===== src/rtl/cla_share_arbiter.sv =====
`default_nettype none
// ============================================================================
// Module   : cla_share_arbiter
// Brief    : Round-robin sequencer sharing one registered CLA adder among
//            NREQ requesters; results return through a credit-protected FIFO.
//            Optional ARB_STATS_EN macro adds per-requester grant counters.
// Revision : 1.0 - initial release
// ============================================================================
module cla_share_arbiter #(
  parameter int NREQ    = 4,
  parameter int ADD_LAT = 1,
  parameter int DEPTH   = 4
) (
  input  logic                 clk,
  input  logic                 rst_n,
  input  logic [NREQ-1:0]      req_valid,
  input  logic [4*NREQ-1:0]    req_a,
  input  logic [4*NREQ-1:0]    req_b,
  output logic [NREQ-1:0]      req_ready,
  output logic [3:0]           add_a,
  output logic [3:0]           add_b,
  input  logic [3:0]           add_s,
  input  logic                 add_cout,
  output logic                 rsp_valid,
  input  logic                 rsp_ready,
  output logic [2:0]           rsp_id,
  output logic [3:0]           rsp_sum,
  output logic                 rsp_cout
`ifdef ARB_STATS_EN
  ,
  output logic [8*NREQ-1:0]    grant_cnt
`endif
);

  localparam int AW = (DEPTH > 1) ? $clog2(DEPTH) : 1;
  localparam int CW = $clog2(DEPTH + 1);

  logic              r_run;
  logic [2:0]        r_ptr;
  logic [2:0]        w_win;
  logic [2:0]        w_ptr_nxt;
  logic [3:0]        w_idx;
  logic              w_any;
  logic              w_credit;
  logic              w_hs;
  logic [7:0]        w_req8;
  logic [31:0]       w_a32;
  logic [31:0]       w_b32;
  logic [ADD_LAT-1:0] r_tag_v;
  logic [2:0]        r_tag_id [ADD_LAT];
  logic [2:0]        w_inflight;
  logic [7:0]        r_mem [DEPTH];
  logic [AW-1:0]     r_wr;
  logic [AW-1:0]     r_rd;
  logic [CW-1:0]     r_count;
  logic              w_push;
  logic              w_pop;
  logic              w_full;
  logic [7:0]        w_head;

  assign w_req8 = 8'(req_valid);
  assign w_a32  = 32'(req_a);
  assign w_b32  = 32'(req_b);

  // First valid requester at or after ptr, wrapping modulo NREQ.
  always_comb begin
    w_win = r_ptr;
    w_any = 1'b0;
    w_idx = 4'd0;
    for (int i = 0; i < NREQ; i++) begin
      w_idx = {1'b0, r_ptr} + 4'(i);
      if (w_idx >= 4'(NREQ)) w_idx = w_idx - 4'(NREQ);
      if (!w_any && w_req8[w_idx[2:0]]) begin
        w_any = 1'b1;
        w_win = w_idx[2:0];
      end
    end
  end

  always_comb begin
    w_inflight = 3'd0;
    for (int k = 0; k < ADD_LAT; k++) w_inflight = w_inflight + 3'(r_tag_v[k]);
  end

  // Pops in the current cycle are deliberately not credited; r_run keeps
  // grants off while reset is held so req_ready reads 0 during reset.
  assign w_credit  = (8'(r_count) + 8'(w_inflight)) < 8'(DEPTH);
  assign w_hs      = r_run & w_any & w_credit;
  assign w_ptr_nxt = (w_win == 3'(NREQ - 1)) ? 3'd0 : w_win + 3'd1;

  always_comb begin
    req_ready = '0;
    for (int i = 0; i < NREQ; i++) req_ready[i] = w_hs && (w_win == 3'(i));
  end

  assign add_a = w_hs ? w_a32[{w_win, 2'b00} +: 4] : 4'd0;
  assign add_b = w_hs ? w_b32[{w_win, 2'b00} +: 4] : 4'd0;

  always_ff @(posedge clk or negedge rst_n) begin
    if (!rst_n) begin
      r_run   <= 1'b0;
      r_ptr   <= 3'd0;
      r_tag_v <= '0;
      for (int k = 0; k < ADD_LAT; k++) r_tag_id[k] <= 3'd0;
    end else begin
      r_run       <= 1'b1;
      if (w_hs) r_ptr <= w_ptr_nxt;
      r_tag_v[0]  <= w_hs;
      r_tag_id[0] <= w_win;
      for (int k = 1; k < ADD_LAT; k++) begin
        r_tag_v[k]  <= r_tag_v[k-1];
        r_tag_id[k] <= r_tag_id[k-1];
      end
    end
  end

  assign w_push    = r_tag_v[ADD_LAT-1];
  assign w_full    = (r_count == CW'(DEPTH));
  assign rsp_valid = (r_count != '0);
  assign w_pop     = rsp_valid & rsp_ready;
  assign w_head    = r_mem[r_rd];
  assign rsp_id    = rsp_valid ? w_head[7:5] : 3'd0;
  assign rsp_sum   = rsp_valid ? w_head[4:1] : 4'd0;
  assign rsp_cout  = rsp_valid ? w_head[0]   : 1'b0;

  always_ff @(posedge clk or negedge rst_n) begin
    if (!rst_n) begin
      r_wr    <= '0;
      r_rd    <= '0;
      r_count <= '0;
      for (int d = 0; d < DEPTH; d++) r_mem[d] <= 8'd0;
    end else begin
      if (w_push) begin
        r_mem[r_wr] <= {r_tag_id[ADD_LAT-1], add_s, add_cout};
        r_wr        <= (r_wr == AW'(DEPTH - 1)) ? '0 : r_wr + AW'(1);
      end
      if (w_pop) r_rd <= (r_rd == AW'(DEPTH - 1)) ? '0 : r_rd + AW'(1);
      if (w_push && !w_pop)      r_count <= r_count + CW'(1);
      else if (!w_push && w_pop) r_count <= r_count - CW'(1);
    end
  end

  a_no_push_when_full: assert property (@(posedge clk) disable iff (!rst_n) !(w_push && w_full));

`ifdef ARB_STATS_EN
  generate
    for (genvar g = 0; g < NREQ; g++) begin : g_stats
      logic [7:0] r_cnt;
      always_ff @(posedge clk or negedge rst_n) begin
        if (!rst_n) r_cnt <= 8'd0;
        else if (req_valid[g] && req_ready[g] && (r_cnt != 8'hff)) r_cnt <= r_cnt + 8'd1;
      end
      assign grant_cnt[8*g +: 8] = r_cnt;
    end
  endgenerate
`endif

endmodule
`default_nettype wire


===== config.mk =====
export PLATFORM = sky130hd
export DESIGN_NAME = cla_share_arbiter
export DESIGN_NICKNAME = d
export VERILOG_FILES = /design/src/rtl/cla_share_arbiter.sv
export SDC_FILE = /design/constraint.sdc
export NUM_CORES = 1
export LEC_CHECK = 0
export CAP_MARGIN = 5
export CELL_PAD_IN_SITES_DETAIL_PLACEMENT = 0
export CELL_PAD_IN_SITES_GLOBAL_PLACEMENT = 1
export CORE_MARGIN = 2
export CORE_UTILIZATION = 36
export CTS_CLUSTER_SIZE = 8
export DETAILED_ROUTE_END_ITERATION = 10
export PLACE_DENSITY_LB_ADDON = 0.1
export SETUP_SLACK_MARGIN = 0.2
export SYNTH_ARGS = -nofsm -noshare
export SYNTH_HDL_FRONTEND = slang
export SYNTH_SLANG_ARGS = --single-unit
export TNS_END_PERCENT = 20

===== constraint.sdc =====
create_clock -name clk -period 3.06 [get_ports clk]
set_input_delay 0.306 -clock clk [delete_from_list [all_inputs] [get_ports clk]]
set_output_delay 0.306 -clock clk [all_outputs]
set_load 0.05 [all_outputs]

# == Word-level counts from Yosys, hierarchy flattened ==
# Index checks and enable logic that the tools add are counted.
# op_classes
reduce_logical,18
n_lt_le_gt_ge,12
n_mux,36
eq_ne,5
bitwise,5
add_sub_neg,13
shift,2
# op_table
operator,count
32-bit by 6-bit variable part select with 4-bit output,2
3-bit two-way mux,12
32-bit bitwise mux,1
8-bit two-way mux,3
8-bit binary-select mux with 2-bit select,1
8-bit demux with 2-bit select,1
"3-bit by 4-bit < comparator with 1-bit output, second input constant",4
1-bit binary-select mux with 3-bit select,4
"4-bit by 3-bit greater-or-equal comparator with 1-bit output, second input constant",3
4-bit two-way mux,3
"3-bit subtractor, second input constant",4
1-bit logical AND,10
"3-bit greater-or-equal comparator, second input constant",3
1-bit two-way mux,9
"3-bit by 2-bit adder with 4-bit output, second input constant",2
"3-bit by 1-bit adder with 3-bit output, second input constant",2
"3-bit by 2-bit == test with 1-bit output, second input constant",2
2-bit NOT with 3-bit output,2
1-bit zero test,5
"2-bit by 1-bit adder with 2-bit output, second input constant",2
3-bit by 1-bit adder with 4-bit output,1
"3-bit by 1-bit adder with 4-bit output, second input constant",1
"2-bit == test, second input constant",2
"4-bit by 3-bit < comparator with 1-bit output, second input constant",1
other kinds (8),11
# word_totals
output_inout_bits,21
word_cells,102
register_bits,47

# == Longest topological paths before layout ==
# Gate-level depths: netlist of run 1.
# logic_depth
ltp_word,17
depth_mapped,13
mapped_depth_nobuf,11

# == Worst setup path after synthesis of run 1 ==
# Ideal clock, no wire load.
# synth_timing
path_kind,reg2out
start,reg r_ptr[0]
end,out add_a[0]
arrival_ns,3.061
path_slack_ns,-0.307
required_time_ns,2.754
path_stages_with_launch,11
cell_sequence,dfrtp_1 buf_2 inv_1 ha_1 mux4_2 o21a_1 a221o_2 nand2_8 buf_12 mux2i_1 o22ai_1
# synth_between
elab_chain_len,17
elab_cells_between_ends,41
classes_between,add/sub: 7; order compare: 4; shift: 1; mux: 21; bitwise: 2; reduce/logical: 6
# synth_lines
element,line,rtl
"start, declared",39,logic [2:0] r_ptr;
"start signal, assigned",107,if (w_hs) r_ptr <= w_ptr_nxt;
branches (longest 16 deep; another with 3-bit by 1-bit adder with 4-bit output),n/a,
4-bit two-way mux *,96,"assign add_a = w_hs ? w_a32[{w_win, 2'b00} +: 4] : 4'd0;"
"end, declared",20,"output logic [3:0] add_a,"
# Mark *: on every way between the ends. The select of a mux whose other input is x is not followed.

# == Final worst setup path of run 1 ==
# layout_timing
start,reg r_ptr[1]
end,out add_b[2]
# layout_between
elab_chain_len,17
elab_cells_between_ends,41
classes_between,add/sub: 7; order compare: 4; shift: 1; mux: 21; bitwise: 2; reduce/logical: 6
# layout_lines
element,line,rtl
branches (longest 16 deep; another with 3-bit by 1-bit adder with 4-bit output),n/a,
4-bit two-way mux *,97,"assign add_b = w_hs ? w_b32[{w_win, 2'b00} +: 4] : 4'd0;"
"end, declared",21,"output logic [3:0] add_b,"
# Marks and branches as above.

==> reports/metrics.cfg, run 1 <==
[grt]
grt_antenna_before_repair=0
grt_pass1_vias=2053
grt_usage_pct=15.51
overflow=0
grt_pass1_wl_um=10180
grt_start_max_net_pins=25

[logic_synthesis]
synth_flop_cell=dfrtp_1
syn-cell-area_um2=2774
avgSynthCellArea_um2=12.72
yosysTopAreaCell=dfrtp_1
synth-simple-area-share_pct=8.886
synthAdderAreaFrac_pct=5.683
synth_compound_area_share_pct=8.751
synth_cells=218
synth_most_common_cell=dfrtp_1
synthArstFlopShare_pct=100.0
synth_top_family_by_area=multiplexers
synth.net_count=274
synth_seq_cells=47
synth_common_cells=dfrtp_1 (47), mux2_2 (36), mux2i_1 (17)
seq_area_frac_synth_pct=42.40
yosys_warnings=0
synth.area.mux_share_pct=29.82
synthXorXnorAreaFrac_pct=0.9472
yosys-top-cells-area=dfrtp_1 (42%), mux2_2 (15%), mux4_2 (8.1%)
ys_types=49
synth-edff-count=0
synth.top_cell.area_share_pct=42.40

[setup_path]
cp_num_cells=11
crit_path_max_incr_delay_ns=0.50
cp_cell_sequence=buf_4 -> buf_6 -> ha_1 -> and3_4 -> or4_4 -> a21boi_4 -> buf_12 -> nand2_8 -> mux2i_4 -> o22ai_4 -> buf_12
cp-end-kind=output pin
critical_path_required_ns=2.75
critical_path_class=reg2out
r2r_cells=13
crit_arrival_ns=2.80
cpMostUsedCell=buf_12
crit_family=simple AND/OR/NAND/NOR gates
crit_buf_inv=4
crit_fanout=10
slowest_stage=or4_4
startpoint_type=flop

[final_layout]
nets=360
regArea_um2=1177
syn_to_final_growth_pct=57.47
stdcell_count=407
multi_input_area_um2=1923
stdcell_area_um2=4368
diodes=0
drive_above_1_share_pct=46.56
fin_util_pct=57.42
fillers=626

[sta]
worstMarginPinSlew_ns=0.5275
slew_viol_final=0
rsz0062_at_grt=true
hold_ws_ns=0.4929
max_slew_margin_pct=64.83
layout_setup_ws_ns=-0.04591
setup_viol=11
fin_crit_sh_pct=101.5
max_clock_freq_mhz=322.0
finalCriticalPeriod_ns=3.106
finalSetupTns_ns=-0.3527
fin_skew_ns=0.005887
hold_violations=0

[floorplanning]
dieArea_um2=8424
num_rows=32
pin_count=65
die_h_um=91.78
die_w_um=91.78
core_area_um2=7607
start_util_pct=36.46

[clocking]
cts_root_buf=clkbuf_8
clock_latency_ns=0.30
numClockSinks=47
cts.clk_slew.worst_paths_ns=0.08
h-tree-depth=2
cts_tree=built
cts_buffer_depth=2
cts_buffers=5

[status]
violations=negative setup slack
outcome=finished, violations left

[placed_design]
place_inst=382
dpl.hpwl_um=4485
dpl_cell_area_um2=3801
place_congestion=0.7669
place.port_buffers=64

[pwr]
clock_power_share_pct=9.4
peakVddDrop_mv=0.6939
p_int_mw=3.229
p_per_area_nw_per_um2=1295
p_leak_nw=1.750
p_switching_mw=2.427
p_comb_share_pct=71.3
switching_share_pct=42.91
p_seq_share_pct=19.3

[route]
wl_per_cell_um=15.27
drc=0
via_per_inst=4.995
num_vias=2033
totalWireLength_um=6216
drt_iter0_markers=41
ant_nets=0
drt_first_pass_iters=4

[run]
maxCapViolations=0

[min_path]
hold_depth=1
min_path_type=reg2reg

==> timing repair <==
| item | CTS | global route |
|---|---|---|
| hold buffers | 1 | 0 |
| endpoints found under the setup margin | 12 | 13 |
| endpoints found under the hold margin | 23 | 0 |
| resized for setup | 35 | 14 |
| cloned | 3 | 0 |
| setup buffers | 10 | 3 |
| pin swaps | 9 | 8 |
==> worst register-to-register path, stage by stage, from the launching register on <==
cell,delay (ns)
dfrtp_1,0.41
buf_4,0.15
buf_6,0.13
ha_1,0.17
and3_4,0.17
or4_4,0.50
a21boi_4,0.16
buf_12,0.15
nand2_8,0.11
inv_4,0.07
ha_4,0.16
buf_4,0.13
o21ai_0,0.16
a32o_1,0.14
==> placed cells by master, fill, tap and decap left out, types with 4 or more instances in the layout <==
| cell type | Yosys | final |
|---|---|---|
| o21ai_0 | 8 | 4 |
| buf_4 | 0 | 15 |
| nand2_1 | 8 | 7 |
| buf_12 | 1 | 15 |
| dfrtp_1 | 47 | 46 |
| inv_1 | 8 | 7 |
| ha_1 | 11 | 9 |
| mux2i_2 | 0 | 4 |
| mux2i_4 | 0 | 12 |
| nor2_1 | 4 | 4 |
| mux4_2 | 10 | 10 |
| mux2_2 | 36 | 36 |
| o22ai_4 | 0 | 8 |
| and2_1 | 11 | 8 |
| clkdlybuf4s50_1 | 0 | 50 |
| clkbuf_8 | 0 | 5 |
==> logic make-up (layout without fill, tap and decap cells) <==
logic type      after synthesis  count (layout)
mux                          65              65
flops                        47              47
simple gates                 40              43
compound gates               32              32
buf+inv                      18             102
fa+ha+maj                    12              12
xor+xnor                      3               3
other cells                   1               1
==> routing by layer <==
layer	global-route usage, %	vias to the layer above	part of all wire (%)
met5	0	-	0
met4	4.104	0	0.84
met3	3.205	4	4.4
met2	27.88	47	53
met1	18.90	999	42
li1	-	983	-
==> flip-flops by register name, summed over array words and instances (netlist names) <==
register and cells:
r_count 3, r_tag_id 3, r_ptr 3, r_run 1, r_wr 2, r_rd 2
r_mem 32, r_tag_v 1
==> layout make-up <==
cell class,count,area share [%]
multi-input cells,156,44.03
flip-flops and latches,47,26.96
repair buffers,85,22.06
well taps,102,2.922
clock buffers,5,1.575
clock inverters,3,1.547
inverters,9,0.9166
==> power groups by stage <==
stage                     clock network (mW)  logic [mW]  registers, mW
final                                  0.533        4.03           1.09
after global routing                   0.579        4.27           1.13
after CTS                              0.553        3.89           1.10
after detailed placement                   0        3.33           1.11
after global placement                     0        3.31           1.10
after floorplan                            0        2.50           1.02
==> metrics by stage <==
step	worst slack (ns)	total power, mW
2_1_floorplan	0.1926	3.515
3_3_place_gp	0.06715	4.413
3_5_place_dp	0.06952	4.439
4_1_cts	-0.07290	5.543
5_1_grt	-0.1603	5.983
6_report	-0.04591	5.656
==> worst paths after layout <==
| kind | start | to | slack [ns] |
|---|---|---|---|
| worst max-delay path | r_ptr[1] | add_b[2] | -0.05 |
| worst min-delay path | r_count[2] | r_count[2] | 0.49 |
| worst max register to register | r_ptr[1] | r_ptr[0] | 0.39 |
| worst min register to register | r_count[2] | r_count[2] | 0.49 |
| max in group asynchronous | rst_n | r_mem[3] | 1.83 |
| min in group asynchronous | rst_n | r_ptr[2] | 0.52 |
Power figures use the tool's default switching activity.
==> run 2: changes to the inputs <==
--- a/config.mk
+++ b/config.mk
@@ -9,7 +9,7 @@
 export CELL_PAD_IN_SITES_DETAIL_PLACEMENT = 0
 export CELL_PAD_IN_SITES_GLOBAL_PLACEMENT = 1
 export CORE_MARGIN = 2
-export CORE_UTILIZATION = 36
+export CORE_UTILIZATION = 40
 export CTS_CLUSTER_SIZE = 8
 export DETAILED_ROUTE_END_ITERATION = 10
 export PLACE_DENSITY_LB_ADDON = 0.1
==> constraint.sdc (replaced) <==
create_clock -name clk -period 3.1 [get_ports clk]
set_input_delay 0.31 -clock clk [delete_from_list [all_inputs] [get_ports clk]]
set_output_delay 0.31 -clock clk [all_outputs]
set_load 0.05 [all_outputs]
==> run 2 against run 1 <==
Effect of this change:
- the flow now finishes without violations
- via count grew 1.0%
- routed wire length is 5.7% higher
- largest cell class unchanged
- sequential share of layout area rose by 0.47 points
- critical path depth is 2 lower
- utilization grew 6.1 points
- register-to-register slack better by 0.05 ns
- clock skew rose by 0.0021 ns
==> reports/metrics.cfg, run 2 (synthesized netlist as in run 1, its figures left out) <==
[route]
num_vias=2054  ; +1.0%
wl_per_cell_um=17.24  ; +13%
via_per_inst=5.391  ; +7.9%
drc=0  ; unchanged
ant_nets=0  ; unchanged
drt_iter0_markers=46  ; +12%
totalWireLength_um=6569  ; +5.7%
drt_first_pass_iters=4  ; unchanged

[setup_path]
startpoint_type=flop
r2r_cells=11  ; -2
cp_cell_sequence=inv_2 -> ha_4 -> mux4_2 -> o21a_1 -> a221o_4 -> nand2_8 -> mux2i_4 -> o22ai_4 -> buf_12
r2r_slack_ns=0.44  ; +0.05 ns
cp-end-kind=output pin
reg2reg_from=r_ptr[0]
critical_path_class=reg2out
crit_path_max_incr_delay_ns=0.55  ; +0.05 ns
crit_fanout=5  ; -5
crit_arrival_ns=2.78  ; -0.02 ns
critical_path_required_ns=2.79  ; +0.04 ns
r2r_end=r_ptr[0]
slowest_stage=a221o_4

[sta]
rsz0062_at_grt=true
max_clock_freq_mhz=323.2
finalCriticalPeriod_ns=3.094
fin_crit_sh_pct=99.79
setup_viol=0  ; -11
hold_violations=0  ; unchanged
max_slew_margin_pct=30.70  ; -34 points
worstMarginPinSlew_ns=1.040  ; +0.5120 ns
fin_skew_ns=0.007982  ; +0.002095 ns
hold_ws_ns=0.1945  ; -0.2985 ns
slew_viol_final=0  ; unchanged

[grt]
grt_usage_pct=17.76  ; +2.2 points
grt_antenna_before_repair=0  ; unchanged
overflow=0  ; unchanged
grt_pass1_vias=2069  ; +0.78%
grt_start_max_net_pins=48  ; +92%
grt_pass1_wl_um=10280  ; +1.0%

[final_layout]
final_cell_mix=clkdlybuf4s50_1 (51), dfrtp_1 (46), mux2_2 (36)
diodes=0  ; unchanged
syn_to_final_growth_pct=54.76
drive_above_1_share_pct=46.18  ; -0.38 points
fillers=555  ; -11%
largest_reg_flops=32  ; unchanged
nets=356  ; -1.1%
layout_commonest_cell=clkdlybuf4s50_1
top_register=r_mem

[floorplanning]
start_util_pct=41.06  ; +4.6 points
die_w_um=87.28  ; -4.9%
die_h_um=87.28  ; -4.9%
num_rows=30  ; -6.3%
pin_count=65  ; unchanged
dieArea_um2=7617  ; -9.6%
core_area_um2=6756  ; -11%

[placed_design]
place.port_buffers=64  ; unchanged
dpl.hpwl_um=4437  ; -1.1%
place_congestion=0.7264  ; -5.3%

[clocking]
clock_latency_ns=0.29  ; about the same
cts_root_buf=clkbuf_8
cts_buffer_depth=2  ; unchanged
h-tree-depth=2  ; unchanged
cts_hold_buf=0  ; -1
cts_tree=built
numClockSinks=47  ; unchanged
cts.clk_slew.worst_paths_ns=0.08  ; about the same
cts_buffers=5  ; unchanged

[status]
outcome=finished, final reports clean

[run]
maxCapViolations=0  ; unchanged

[min_path]
min_path_type=in2async

## run 2: layer usage
metal / up-vias / GRT usage (%) / share of wire (%)
met2: 48 / 31.75 / 54
met4: 0 / 5.035 / 1.3
li1: 978 / - / -
met3: 4 / 3.128 / 3.3
met1: 1024 / 21.88 / 41
met5: - / 0 / 0
## run 2: repair_timing
item,4_1_cts,5_1_grt
setup buffers,6,3
resized for setup,29,29
cloned,3,0
endpoints found under the setup margin,12,12
pin swaps,11,11
## run 2: worst max path at each step
stage / startpoint / end / slack, ns / cells past startpoint
2_1_floorplan: r_ptr[1] / req_ready[0] / 0.20 / 10
3_3_place_gp: req_valid[0] / add_a[2] / 0.1 / 8
3_5_place_dp: req_valid[0] / add_a[2] / 0.07 / 8
4_1_cts: r_ptr[0] / add_b[0] / 0.03 / 9
5_1_grt: r_ptr[0] / add_b[3] / -0.07 / 9
6_report: r_ptr[0] / add_b[1] / 0.006 / 9
## run 2: cell type report
class                           count  area [um2]  share of cell area [%]
Clock inverter                      1       5.005                  0.1166
Sequential cell                    47        1177                   27.43
Timing Repair Buffer               81       928.4                   21.63
Inverter                            9       41.29                  0.9618
Clock buffer                        7       76.32                   1.778
Multi-Input combinational cell    156        1964                   45.76
Tap cell                           80       100.1                   2.332
## run 2: worst max-delay path, delay by kind of cell (launching register included)
| kind | cells | cell delay [ns] |
|---|---|---|
| flops | 1 | 0.40 |
| buf+inv | 2 | 0.21 |
| fa+ha+maj | 1 | 0.29 |
| simple gates | 1 | 0.18 |
| mux | 2 | 0.61 |
| compound gates | 3 | 0.81 |
## run 2: through the flow
stage	std cells	cell area, um2	TNS, ns	utilization [%]	setup slack [ns]
3_3_place_gp	361	3790	0	56.09	0.09973
3_5_place_dp	361	3790	0	56.09	0.07067
6_report	381	4293	0	63.54	0.006364
5_1_grt	381	4293	-0.4573	63.54	-0.06879
4_1_cts	378	4095	0	60.61	0.02689
2_1_floorplan	218	2930	0	-	0.2003
Power of run 2 is not shown: default switching activity piles up to over one toggle a cycle in this logic, so the estimate is an artifact.
